File: config.mk
export PLATFORM = sky130hd
export DESIGN_NAME = whack_round_scheduler
export DESIGN_NICKNAME = d
export VERILOG_FILES = /design/src/rtl/whack_round_scheduler.sv
export SDC_FILE = /design/constraint.sdc
export NUM_CORES = 1
export LEC_CHECK = 0
export CORE_ASPECT_RATIO = 0.5
export CORE_UTILIZATION = 60
export DETAILED_ROUTE_END_ITERATION = 8
export GPL_TIMING_DRIVEN = 1
export PLACE_DENSITY = 0.85
export RECOVER_POWER = 25
export SLEW_MARGIN = 20
export SYNTH_ARGS = -nofsm -noshare
export SYNTH_HDL_FRONTEND = slang
export SYNTH_SLANG_ARGS = --single-unit
File: constraint.sdc
create_clock -name CLOCK_50 -period 6.2 [get_ports CLOCK_50]
set_clock_uncertainty 0.2 [all_clocks]
set_input_delay 0.93 -clock CLOCK_50 [delete_from_list [all_inputs] [get_ports CLOCK_50]]
set_output_delay 0.93 -clock CLOCK_50 [all_outputs]
set_load 0.03 [all_outputs]
File: src/rtl/whack_round_scheduler.sv
// Whack-a-mole round controller: picks a non-repeating target box from the LFSR
// mapper, waits for a hit or timeout, scores each round and sequences a game.
module whack_round_scheduler #(
  parameter int unsigned PRESENT_CYCLES = 25_000_000,
  parameter int unsigned GAP_CYCLES     = 12_500_000,
  parameter int unsigned NUM_ROUNDS     = 16,
  parameter int unsigned MAX_RETRY      = 3,
  parameter int unsigned CNT_W          = 8,
  localparam int unsigned RND_W         = $clog2(NUM_ROUNDS + 1)
) (
  input  logic             CLOCK_50,
  input  logic             reset_signal,
  input  logic             start,
  input  logic [2:0]       lfsr_box,
  input  logic             hit_valid,
  input  logic [2:0]       hit_box,
  output logic [2:0]       target_box,
  output logic             target_valid,
  output logic             result_valid,
  output logic             result_hit,
  output logic [CNT_W-1:0] score,
  output logic [CNT_W-1:0] misses,
  output logic [CNT_W-1:0] wrong_hits,
  output logic [RND_W-1:0] round_count,
  output logic             busy,
  output logic             game_over
);

  localparam int unsigned TMR_MAX = (PRESENT_CYCLES > GAP_CYCLES) ? PRESENT_CYCLES : GAP_CYCLES;
  localparam int unsigned TMR_W   = $clog2(TMR_MAX + 1);
  localparam int unsigned RET_W   = $clog2(MAX_RETRY + 2);
  localparam logic [TMR_W-1:0] GAP_LOAD     = TMR_W'(GAP_CYCLES - 1);
  localparam logic [TMR_W-1:0] PRESENT_LOAD = TMR_W'(PRESENT_CYCLES - 1);

  typedef enum logic [2:0] {
    S_IDLE, S_GAP, S_PICK, S_PRESENT, S_RESULT, S_DONE
  } state_e;

  state_e             state_q, state_d;
  logic [TMR_W-1:0]   timer_q, timer_d;
  logic [RET_W-1:0]   retry_q, retry_d;
  logic [2:0]         last_box_q, last_box_d;
  logic [2:0]         target_box_q, target_box_d;
  logic               target_valid_q, target_valid_d;
  logic               result_valid_q, result_valid_d;
  logic               result_hit_q, result_hit_d;
  logic [CNT_W-1:0]   score_q, score_d;
  logic [CNT_W-1:0]   misses_q, misses_d;
  logic [CNT_W-1:0]   wrong_q, wrong_d;
  logic [RND_W-1:0]   round_q, round_d;
  logic               busy_q, busy_d;
  logic               game_over_q, game_over_d;

  logic               sample_ok;
  logic [2:0]         forced_box;

  function automatic logic [CNT_W-1:0] sat_inc(input logic [CNT_W-1:0] v);
    return (v == '1) ? v : v + CNT_W'(1);
  endfunction

  // A sample is usable only if it is a real box and differs from the previous target.
  assign sample_ok  = (lfsr_box >= 3'd1) && (lfsr_box <= 3'd4) && (lfsr_box != last_box_q);
  assign forced_box = ((last_box_q == 3'd4) || (last_box_q == 3'd0)) ? 3'd1 : last_box_q + 3'd1;

  always_comb begin
    state_d        = state_q;
    timer_d        = timer_q;
    retry_d        = retry_q;
    last_box_d     = last_box_q;
    target_box_d   = target_box_q;
    result_hit_d   = result_hit_q;
    score_d        = score_q;
    misses_d       = misses_q;
    wrong_d        = wrong_q;
    round_d        = round_q;
    target_valid_d = 1'b0;
    result_valid_d = 1'b0;
    busy_d         = 1'b0;
    game_over_d    = 1'b0;

    case (state_q)
      S_IDLE, S_DONE: begin
        if (start) begin
          score_d    = '0;
          misses_d   = '0;
          wrong_d    = '0;
          round_d    = '0;
          last_box_d = 3'd0;
          timer_d    = GAP_LOAD;
          state_d    = S_GAP;
        end
      end
      S_GAP: begin
        if (timer_q == '0) begin
          retry_d = '0;
          state_d = S_PICK;
        end else begin
          timer_d = timer_q - TMR_W'(1);
        end
      end
      S_PICK: begin
        if (sample_ok || (retry_q == RET_W'(MAX_RETRY))) begin
          target_box_d = sample_ok ? lfsr_box : forced_box;
          last_box_d   = sample_ok ? lfsr_box : forced_box;
          timer_d      = PRESENT_LOAD;
          state_d      = S_PRESENT;
        end else begin
          retry_d = retry_q + RET_W'(1);
        end
      end
      S_PRESENT: begin
        // A correct hit wins over a timeout landing in the same cycle.
        if (hit_valid && (hit_box == target_box_q)) begin
          score_d      = sat_inc(score_q);
          result_hit_d = 1'b1;
          target_box_d = 3'd0;
          round_d      = round_q + RND_W'(1);
          state_d      = S_RESULT;
        end else begin
          if (hit_valid) begin
            wrong_d = sat_inc(wrong_q);
          end
          if (timer_q == '0) begin
            misses_d     = sat_inc(misses_q);
            result_hit_d = 1'b0;
            target_box_d = 3'd0;
            round_d      = round_q + RND_W'(1);
            state_d      = S_RESULT;
          end else begin
            timer_d = timer_q - TMR_W'(1);
          end
        end
      end
      S_RESULT: begin
        if (round_q == RND_W'(NUM_ROUNDS)) begin
          state_d = S_DONE;
        end else begin
          timer_d = GAP_LOAD;
          state_d = S_GAP;
        end
      end
      default: state_d = S_IDLE;
    endcase

    // Status flags are registered copies of the state being entered.
    target_valid_d = (state_d == S_PRESENT);
    result_valid_d = (state_d == S_RESULT);
    busy_d         = (state_d == S_GAP) || (state_d == S_PICK) ||
                     (state_d == S_PRESENT) || (state_d == S_RESULT);
    game_over_d    = (state_d == S_DONE);
  end

  always_ff @(posedge CLOCK_50 or posedge reset_signal) begin
    if (reset_signal) begin
      state_q        <= S_IDLE;
      timer_q        <= '0;
      retry_q        <= '0;
      last_box_q     <= 3'd0;
      target_box_q   <= 3'd0;
      target_valid_q <= 1'b0;
      result_valid_q <= 1'b0;
      result_hit_q   <= 1'b0;
      score_q        <= '0;
      misses_q       <= '0;
      wrong_q        <= '0;
      round_q        <= '0;
      busy_q         <= 1'b0;
      game_over_q    <= 1'b0;
    end else begin
      state_q        <= state_d;
      timer_q        <= timer_d;
      retry_q        <= retry_d;
      last_box_q     <= last_box_d;
      target_box_q   <= target_box_d;
      target_valid_q <= target_valid_d;
      result_valid_q <= result_valid_d;
      result_hit_q   <= result_hit_d;
      score_q        <= score_d;
      misses_q       <= misses_d;
      wrong_q        <= wrong_d;
      round_q        <= round_d;
      busy_q         <= busy_d;
      game_over_q    <= game_over_d;
    end
  end

  assign target_box   = target_box_q;
  assign target_valid = target_valid_q;
  assign result_valid = result_valid_q;
  assign result_hit   = result_hit_q;
  assign score        = score_q;
  assign misses       = misses_q;
  assign wrong_hits   = wrong_q;
  assign round_count  = round_q;
  assign busy         = busy_q;
  assign game_over    = game_over_q;

endmodule

==> out/metrics.cfg <==
[floorplan]
start_util_pct = 64.2
fp.dieH_um = 59.9
die_x_um = 118
core_area_um2 = 6260
dieArea_um2 = 7050
num_rows = 20
pin_count = 47

[layout]
area_delta_synth_final_pct = 19.0
antenna_cells = 0
nNetsFinal = 518
drive_gt1_share_pct = 4.59
design_area_um2 = 4780

[sta]
min_period_ns = 3.75
slew_violations = 0
hold_viol_final = 0
max_slew_margin_pct = 24.2
setup_viol = 0
worstMarginPinSlew_ns = 1.13
finalCritPeriodShare_pct = 60.5
fmax_mhz = 267
setup_tns_ns = 0
grt_setup_unrepaired = false

[global_routing]
grt_max_degree = 72
use_met1_pct = 38.4
grt_pass1_vias = 3212
antenna_found_initial = 0
use_met3_pct = 6.87
grt_pass1_wl_um = 15600
grt-ovfl-total = 0
grt_use_met2_pct = 46.8
track_usage_pct = 28.6
busiest_layer = met2

[critical_path]
worstPathCellList = clkdlybuf4s50_1 > nor4b_1 > nor4_1 > a2bb2oi_1 > o2111a_1 > o21ai_0 > a32o_1
cp_max_fo = 21
worstPathArrival_ns = 3.76
end_kind = register
start_kind = primary input
path_buf_inv = 1
critPathMaxStageDelay_ns = 0.77
critPathTopFamily = compound AO/OA/AOI/OAI gates
required_ns = 6.22
cp_slowest_cell = o2111a_1
path_class = in2reg

[synthesis]
synth_area_um2 = 4020
avgSynthCellArea_um2 = 8.73
yosysWarnings = 0
synth_cells = 460
ys_ff_latch = 71
synth_top_area_share_pct = 44.2
synth_top_cell_by_area = dfrtp_1
yosys-top-cells-area = dfrtp_1 44%, nor2_1 5.1%, a21oi_1 4.4%
syn-num-nets = 480
async_flop_share_pct = 100
synth_cell_types = 56
synth_edf_count = 0
ys.flop_type = dfrtp_1
ys_seq_area_share_pct = 44.2

[pwr]
leakage_nw = 2.06
power.density_nw_per_um2 = 243
peakVddDrop_mv = 0.189
power_mw = 1.16

[clock_tree]
clk_pin_slew_ns = 0.05
cts.sinks = 71
numCtsBuffers = 9
clockRootBuffer = clkbuf_16
cts_max_level = 3
tritoncts = done
cts.hold.buffers_added = 0
ctsResizeCount = 0
clock_path_buffers = 2
clk_latency_ns = 0.33
postCtsSetupBuffers = 0

[place]
io_buffers = 46
place_area_um2 = 4510
place_hpwl_um = 6550
gp_routability_congestion = 0.922

[routing]
dr.pass1.iters = 5
drt_iter0_drc = 384
vias = 3636
wl_per_cell_um = 16.0
wl_um = 9400
drcViolationCount = 0
ant_nets = 0
vias_per_cell = 6.17

[worst_hold_path]
hold_path.class = reg2reg

[run_status]
status = completed

[run]
max-cap-violations = 0

[kinds of logic after synthesis]
logic type	after synthesis	synth area share (%)
flip-flops	71	44.2
multiplexers	3	0.747
AO/OA/AOI/OAI	117	18.6
buffers and inverters	38	3.80
XOR/XNOR	16	3.49
adder cells (fa/ha/maj)	10	3.11
AND/OR/NAND/NOR	205	26.1
[worst reg2reg max path, stage by stage, from the launching register on]
cell	delay, ns
dfrtp_1	0.59
nor2b_1	0.95
nand2_1	0.45
o22ai_1	0.75
or2_1	0.34
or4_1	0.16
nand2_1	0.06
[metal layers]
| metal | wire (um) | vias to the layer above | share of wire [%] |
|---|---|---|---|
| li1 | - | 1748 | - |
| met1 | 4270 | 1729 | 45 |
| met2 | 4370 | 148 | 46 |
| met3 | 683 | 11 | 7.3 |
| met4 | 81 | 0 | 0.86 |
| met5 | 0 | - | 0 |
[flip-flops by register name, indices dropped and copies added, names as in the netlist]
| register | flops |
|---|---|
| busy | 1 |
| game_over | 1 |
| last_box_q | 3 |
| misses | 8 |
| result_hit | 1 |
| result_valid | 1 |
| retry_q | 3 |
| round_count | 5 |
| score | 8 |
| state_q | 3 |
| target_box | 3 |
| target_valid | 1 |
| timer_q | 25 |
| wrong_hits | 8 |
[path summary, 6_finish.rpt]
path	from	slack, ns	depth (start not counted)	end
max reg2reg	state_q[0]	2.57	6	misses[4]
min reg2reg	retry_q[0]	0.30	1	retry_q[0]
max in group asynchronous	reset_signal	4.10	3	wrong_hits[3]
min in group asynchronous	reset_signal	1.10	3	target_valid
min	retry_q[0]	0.30	1	retry_q[0]
max	lfsr_box[0]	2.45	7	timer_q[9]
[cells in the final DEF, fill, tap and decap left out, types with 3 or more instances in the layout]
master	count
xnor2_1	9
nor3_1	17
or4_4	3
o31ai_1	3
and3_1	12
nor2b_1	6
ha_1	10
and2_1	3
a21o_1	10
dfrtp_1	71
or3_1	6
a21oi_1	35
nor4b_1	3
o21ai_0	28
nand3_1	18
inv_1	16
clkbuf_16	9
xor2_1	7
nor3b_1	4
nand2_1	44
nor4_1	10
a31oi_1	6
or4_1	9
mux2i_1	3
o22ai_1	5
clkdlybuf4s50_1	44
nand2b_1	5
nor2_1	55
and4_1	3
o2111ai_1	3
[through the flow]
step	std cells	util (%)	hold WS, ns	setup slack (ns)
after floorplan	460	-	0.257	2.83
after global placement	575	72.2	0.283	2.27
after detailed placement	575	72.2	0.288	2.16
after CTS	589	76.4	0.296	2.48
after global routing	589	76.4	0.324	2.26
final	589	76.4	0.296	2.45
[final cells by class]
class | count | area (um^2)
Tap cell | 88 | 110
Multi-Input combinational cell | 351 | 2090
Clock inverter | 1 | 5.00
Clock buffer | 13 | 260
Sequential cell | 71 | 1780
Timing Repair Buffer | 48 | 475
Inverter | 17 | 63.8
Fill cell | 452 | 1480
[where the power goes]
group	total (mW)	switching [mW]	leakage, nW	internal [mW]
logic	0.134	0.0735	1.02	0.0604
clock network	0.463	0.176	0.132	0.287
registers	0.564	0.0556	0.905	0.508
[Yosys cell counts, types with 6 or more instances]
cell / count
a21o_1: 10
a21oi_1: 35
a31oi_1: 6
and3_1: 12
clkbuf_1: 17
dfrtp_1: 71
ha_1: 10
inv_1: 17
nand2_1: 44
nand3_1: 18
nor2_1: 55
nor2b_1: 6
nor3_1: 17
nor4_1: 10
o21ai_0: 28
or3_1: 6
or4_1: 9
xnor2_1: 9
xor2_1: 7
(Power assumes the default switching activity.)
